**src/rtl/ps2_rx_if.sv**
```systemverilog
// Read-side handshake between the PS/2 receiver FIFO and its consumer.
// master = receiver (presents bytes), slave = consumer (pops bytes).
interface ps2_rx_if;
  logic       rd_valid;
  logic [7:0] rd_data;
  logic       rd_ready;

  modport master (output rd_valid, output rd_data, input rd_ready);
  modport slave  (input rd_valid, input rd_data, output rd_ready);
endinterface

```
**src/rtl/ps2_rx.sv**
```systemverilog
// Host-side PS/2 receiver: synchronizes ps2_clk/ps2_dat, deserializes
// 11-bit frames, checks stop bit and odd parity, queues good bytes.
//
// state    | meaning
// ---------+-----------------------------------------------
// S_IDLE   | waiting for a start bit (0) on a falling edge
// S_DATA   | shifting 8 data bits, LSB first
// S_PARITY | capturing the odd-parity bit
// S_STOP   | checking stop bit and parity, then push or flag
module ps2_rx #(
  parameter int FIFO_DEPTH     = 8,
  parameter int TIMEOUT_CYCLES = 5000
) (
  input  logic                        clock,
  input  logic                        reset,
  input  logic                        ps2_clk,
  input  logic                        ps2_dat,
  ps2_rx_if.master                    rd,
  output logic [$clog2(FIFO_DEPTH):0] count,
  output logic                        parity_err,
  output logic                        frame_err,
  output logic                        overflow,
  input  logic                        clear_err
);

  localparam int AW = $clog2(FIFO_DEPTH);
  localparam int CW = AW + 1;
  localparam int TW = $clog2(TIMEOUT_CYCLES + 1);

  typedef enum logic [1:0] {S_IDLE, S_DATA, S_PARITY, S_STOP} state_t;

  logic          clk_s1, clk_s2, clk_prev;
  logic          dat_s1, dat_s2;
  logic          fall;
  state_t        state;
  logic [2:0]    idx;
  logic [7:0]    shreg;
  logic          par_bit;
  logic [TW-1:0] to_cnt;
  logic          timeout, stop_evt, odd_ok;
  logic          ev_push, ev_perr, ev_ferr, ev_ovf;
  logic [7:0]    mem [FIFO_DEPTH];
  logic [AW-1:0] wr_ptr, rd_ptr;
  logic          full, do_push, do_pop;

  // Two-flop synchronizers plus one history flop for ps2_clk edge detection.
  always_ff @(posedge clock or posedge reset) begin
    if (reset) begin
      clk_s1   <= 1'b1;
      clk_s2   <= 1'b1;
      clk_prev <= 1'b1;
      dat_s1   <= 1'b1;
      dat_s2   <= 1'b1;
    end else begin
      clk_s1   <= ps2_clk;
      clk_s2   <= clk_s1;
      clk_prev <= clk_s2;
      dat_s1   <= ps2_dat;
      dat_s2   <= dat_s1;
    end
  end

  assign fall = clk_prev & ~clk_s2;

  // Frame outcome events; the stop-bit edge and a timeout never coincide
  // because a timeout needs a cycle with no falling edge.
  always_comb begin
    timeout  = (state != S_IDLE) && !fall && (to_cnt == '0);
    stop_evt = (state == S_STOP) && fall;
    odd_ok   = ^{shreg, par_bit};
    ev_ferr  = (stop_evt && !dat_s2) || timeout;
    ev_perr  = stop_evt && dat_s2 && !odd_ok;
    ev_push  = stop_evt && dat_s2 && odd_ok;
  end

  // Frame FSM and inactivity timer; the timer reloads on every falling edge
  // and while idle, and a frame is abandoned when it hits terminal count.
  always_ff @(posedge clock or posedge reset) begin
    if (reset) begin
      state   <= S_IDLE;
      idx     <= 3'd0;
      shreg   <= 8'h00;
      par_bit <= 1'b0;
      to_cnt  <= TW'(TIMEOUT_CYCLES);
    end else begin
      if (state == S_IDLE || fall || timeout)
        to_cnt <= TW'(TIMEOUT_CYCLES);
      else
        to_cnt <= to_cnt - 1'b1;

      if (timeout) begin
        state <= S_IDLE;
      end else if (fall) begin
        case (state)
          S_IDLE: begin
            if (!dat_s2) begin
              state <= S_DATA;
              idx   <= 3'd0;
            end
          end
          S_DATA: begin
            shreg[idx] <= dat_s2;
            idx        <= idx + 3'd1;
            if (idx == 3'd7) state <= S_PARITY;
          end
          S_PARITY: begin
            par_bit <= dat_s2;
            state   <= S_STOP;
          end
          S_STOP: state <= S_IDLE;
          default: state <= S_IDLE;
        endcase
      end
    end
  end

  // A full FIFO still accepts a push when the head is popped in the same cycle.
  always_comb begin
    full    = (count == CW'(FIFO_DEPTH));
    do_pop  = rd.rd_valid && rd.rd_ready;
    do_push = ev_push && (!full || do_pop);
    ev_ovf  = ev_push && full && !do_pop;
  end

  assign rd.rd_valid = (count != '0);
  assign rd.rd_data  = mem[rd_ptr];

  // FIFO storage, pointers and occupancy.
  always_ff @(posedge clock or posedge reset) begin
    if (reset) begin
      mem    <= '{default: 8'h00};
      wr_ptr <= '0;
      rd_ptr <= '0;
      count  <= '0;
    end else begin
      if (do_push) begin
        mem[wr_ptr] <= shreg;
        wr_ptr      <= wr_ptr + 1'b1;
      end
      if (do_pop) rd_ptr <= rd_ptr + 1'b1;
      case ({do_push, do_pop})
        2'b10:   count <= count + 1'b1;
        2'b01:   count <= count - 1'b1;
        default: count <= count;
      endcase
    end
  end

  // Sticky error flags; a same-cycle set beats clear_err.
  always_ff @(posedge clock or posedge reset) begin
    if (reset) begin
      parity_err <= 1'b0;
      frame_err  <= 1'b0;
      overflow   <= 1'b0;
    end else begin
      parity_err <= ev_perr | (parity_err & ~clear_err);
      frame_err  <= ev_ferr | (frame_err  & ~clear_err);
      overflow   <= ev_ovf  | (overflow   & ~clear_err);
    end
  end

endmodule

```
**src/flat_wrapper.sv**
```systemverilog
// flat-port wrapper written by rule: the top's interface ports become plain ports
module ps2_rx_flat 
#(
  parameter int FIFO_DEPTH     = 8,
  parameter int TIMEOUT_CYCLES = 5000
)
  (clock, reset, ps2_clk, ps2_dat, count, parity_err, frame_err, overflow, clear_err, rd_rd_valid, rd_rd_data, rd_rd_ready);
  ps2_rx_if rd_i ();
  input  logic clock;
  input  logic reset;
  input  logic ps2_clk;
  input  logic ps2_dat;
  output logic [$clog2(FIFO_DEPTH):0] count;
  output logic parity_err;
  output logic frame_err;
  output logic overflow;
  input  logic clear_err;
  output wire logic [$bits(rd_i.rd_valid)-1:0] rd_rd_valid;
  output wire logic [$bits(rd_i.rd_data)-1:0] rd_rd_data;
  input wire logic [$bits(rd_i.rd_ready)-1:0] rd_rd_ready;
  assign rd_rd_valid = rd_i.rd_valid;
  assign rd_rd_data = rd_i.rd_data;
  assign rd_i.rd_ready = rd_rd_ready;
  ps2_rx #(.FIFO_DEPTH(FIFO_DEPTH), .TIMEOUT_CYCLES(TIMEOUT_CYCLES)) u_core (.clock(clock), .reset(reset), .ps2_clk(ps2_clk), .ps2_dat(ps2_dat), .rd(rd_i), .count(count), .parity_err(parity_err), .frame_err(frame_err), .overflow(overflow), .clear_err(clear_err));
endmodule
```
**config.mk**
```make
export PLATFORM = sky130hd
export DESIGN_NAME = ps2_rx_flat
export DESIGN_NICKNAME = d
export VERILOG_FILES = /design/src/rtl/ps2_rx_if.sv /design/src/rtl/ps2_rx.sv /design/src/flat_wrapper.sv
export SDC_FILE = /design/constraint.sdc
export NUM_CORES = 1
export LEC_CHECK = 0
export BUFFER_PORTS_ARGS = -buffer_cell sky130_fd_sc_hd__buf_2
export CORE_UTILIZATION = 40
export CTS_CLUSTER_SIZE = 30
export DETAILED_ROUTE_END_ITERATION = 12
export PLACE_DENSITY = 0.55
export SLEW_MARGIN = 20
export SYNTH_ARGS = -nofsm -noshare
export SYNTH_HDL_FRONTEND = slang
export SYNTH_SLANG_ARGS = --single-unit
```
**constraint.sdc**
```tcl
create_clock -name clock -period 4.2 [get_ports clock]
set_input_delay 1.05 -clock clock [delete_from_list [all_inputs] [get_ports clock]]
set_output_delay 1.05 -clock clock [all_outputs]
set_load 0.02 [all_outputs]
```
==> results_dict.tcl <==
set metrics [dict create \
    postRouteAntennaNets 0 \
    drt_first_iter_violations 188 \
    cts.reportedPaths.clkPinSlew_ns 0.07 \
    worstSetupEndpointType "output pin" \
    timing_hold_violations_final 0 \
    setup_viol 0 \
    synth-warning-count 0 \
    h-tree-depth 3 \
    grt_first_pass_wirelength_um 18100 \
    synth-edff-count 0 \
    clock-sinks 109 \
    postRouteWirelength_um 10700 \
    antenna_found_initial 0 \
    post_drt_via_cell_ratio 5.40 \
    timing.critical_path.arrival_ns 2.16 \
    dr.pass1.iters 4 \
    final.setup_skew_ns 0.00869 \
    worstSkewPairLatency_ns 0.35 \
    max_cap_viol 0 \
    synth.cell_area_um2 5660 \
    synth_seq_area_share_pct 48.4 \
    fin_cells 607 \
    dominant_combinational_cell_family_by_area_after_synthesis "multiplexers" \
    pin_count 22 \
    post_synth_fa_ha_maj_area_fraction_pct 2.65 \
    vias 3278 \
    clock.fmax_ghz 0.312 \
    grt_overflow 0 \
    peak_supply_drop_mv 0.252 \
    r2r_end "u_core.count[2]$_DFFE_PP0P_" \
    ctsResizeCount 0 \
    mostFrequentLayoutCell "dfrtp_1" \
    worst_slew_pin_slew_ns 0.889 \
    hold_start "u_core.dat_s1$_DFF_PP1_" \
    crit-reg2reg-launch "u_core.shreg[3]$_DFFE_PP0P_" \
    core_region_area_um2 13800 \
    syn-instance-count 412 \
    worstSetupStartpointType "register" \
    maxSlewViolCount 0 \
    synthMuxAreaShare_pct 26.7 \
    synth_xor_xnor_area_share_pct 4.64 \
    detail_route.wl_per_cell_um 17.6 \
    antennaDiodeCount 0 \
    grt_start_max_net_pins 46 \
    detailedPlacementHpwl_um 6850 \
    timing.hold.worst_path_depth 0 \
    post-cts-setup-buffers 0 \
    setup-tns-final_ns 0 \
    final_layout_size_suffix_gt1_share_pct 40.7 \
    postSynth.topFlopCell "dfrtp_1" \
    yosys_register_bits 109 \
    design.final.nets 440 \
    postSynth.asyncResetShare_pct 100 \
    floorplan.die_area_um2 14600 \
    leakagePower_nw 2.77 \
    setup_repair_after_global_routing_missed_its_margin "no" \
    r2r_setup_slk_ns 1.04 \
    remaining_drc_errors 0 \
    required_ns 3.15 \
    stdcell_area_um2 6210 \
    fp.dieW_um 121 \
    numCtsBuffers 9 \
    post-route-period-util_pct 76.3 \
    synth.lib_cells_used.distinct 56 \
    worst_hold_path.endpoint "u_core.dat_s2$_DFF_PP1_" \
    floorplan.die.height_um 121 \
    most-common-layout-cells "dfrtp_1 (99), mux2_2 (77), buf_2 (21)" \
    timing.hold.worst.class "register to register" \
    io_buffers 21 \
    placedCellCount 591 \
    powerDensity_nw_per_um2 580 \
    worst_slew_margin_rel_pct 40.7 \
    combined_global_route_utilization_of_all_metal_layers_pct 16.4 \
    cts-root-buf "clkbuf_16" \
    cts_tree "yes" \
    cp_max_fo 18 \
    clockBufferDepth 2 \
    synth-simple-area-share_pct 7.89 \
    setup.worst_path.class "register to output pin" \
    layout-area-overhead-vs-synth_pct 9.77 \
    synth_compound_area_share_pct 6.72 \
    post_dp_cell_area_um2 5910 \
    syn-num-nets 430 \
    finalWeightedCongestion 0.710 \
    avgSynthCellArea_um2 13.7 \
    cts_hold_buf 0 \
    number_of_global_route_vias_before_repair 3335 \
    result_of_the_run "finished clean" \
    std_cell_rows 43 \
    initial_core_utilization_pct 40.9 \
    reg2reg_depth 11 \
    period_minus_slack_ns 3.21 \
]
-- registers in the layout (all words and copies together), names as in the netlist, 2 cells and up --
| register | count |
|---|---|
| u_core.rd_ptr | 3 |
| u_core.shreg | 8 |
| u_core.mem | 64 |
| u_core.state | 2 |
| u_core.wr_ptr | 3 |
| u_core.idx | 3 |
| u_core.count | 4 |
| u_core.to_cnt | 13 |
-- report_power, final --
group,switching (W),internal [W]
logic,0.000669,0.000583
registers,0.000292,0.00120
clock network,0.000392,0.000468
-- worst max path at each step --
stage	from	endpoint	cells after the start
6_report	u_core.rd_ptr[1]$_DFFE_PP0P_	rd_rd_data[2]	3
5_1_grt	u_core.shreg[4]$_DFFE_PP0P_	u_core.count[2]$_DFFE_PP0P_	11
4_1_cts	u_core.rd_ptr[1]$_DFFE_PP0P_	rd_rd_data[6]	3
3_5_place_dp	rd_rd_ready	u_core.count[2]$_DFFE_PP0P_	12
3_3_place_gp	rd_rd_ready	u_core.count[2]$_DFFE_PP0P_	12
2_1_floorplan	reset	u_core.count[0]$_DFFE_PP0P_	1
-- layer usage --
metal / global-route usage, % / share of wire [%] / wire length [um] / vias to the layer above
li1: - / - / - / 1542
met1: 22.1 / 48 / 5160 / 1696
met2: 26.6 / 49 / 5210 / 29
met3: 3.67 / 2.0 / 212 / 11
met4: 4.63 / 0.99 / 106 / 0
met5: 0 / 0 / 0 / -
-- stage by stage --
| stage | utilization (%) | setup slack (ns) | power [W] | hold slack (ns) |
|---|---|---|---|---|
| 6_report | 44.9 | 0.994 | 0.00360 | 0.358 |
| 5_1_grt | 44.9 | 0.802 | 0.00384 | 0.359 |
| 4_1_cts | 44.9 | 0.964 | 0.00366 | 0.358 |
| 3_5_place_dp | 42.7 | 0.805 | 0.00279 | 0.347 |
| 3_3_place_gp | 42.7 | 0.932 | 0.00276 | 0.346 |
| 2_1_floorplan | - | 0.293 | 0.00253 | 0.345 |
-- cell usage after synthesis, types with 6 or more instances --
cell / number / area (um^2)
a2111oi_2: 14 / 210
mux2_2: 77 / 867
xor2_1: 10 / 87.6
buf_2: 6 / 30.0
inv_1: 7 / 26.3
mux2_1: 7 / 78.8
mux2i_4: 6 / 135
nand3b_1: 6 / 45.0
dfrtp_1: 99 / 2480
ha_1: 12 / 150
clkbuf_1: 15 / 56.3
nand3_1: 9 / 45.0
mux4_2: 16 / 360
dfstp_2: 10 / 263
nor2_1: 20 / 75.1
nand2_1: 18 / 67.6
xnor2_1: 12 / 105
-- cell type report --
class	instances	area, um^2
clock buffers	10	229
clock inverters	6	71.3
inverters	7	28.8
multi-input cells	267	2760
well taps	180	225
fillers	1213	7620
flip-flops and latches	109	2740
repair buffers	28	158
-- worst max-delay path: stages, from the launching register on --
cell,delay (ns)
dfrtp_1,0.93
mux4_2,0.43
mux2_2,0.29
buf_2,0.16
-- cells by family (layout without fill, tap and decap cells) --
family / after synthesis / count (layout)
multiplexers: 112 / 112
flip-flops: 109 / 109
AND/OR/NAND/NOR: 82 / 82
AO/OA/AOI/OAI: 36 / 36
buffers and inverters: 36 / 51
XOR/XNOR: 25 / 25
adder cells (fa/ha/maj): 12 / 12
(Power assumes the default switching activity.)
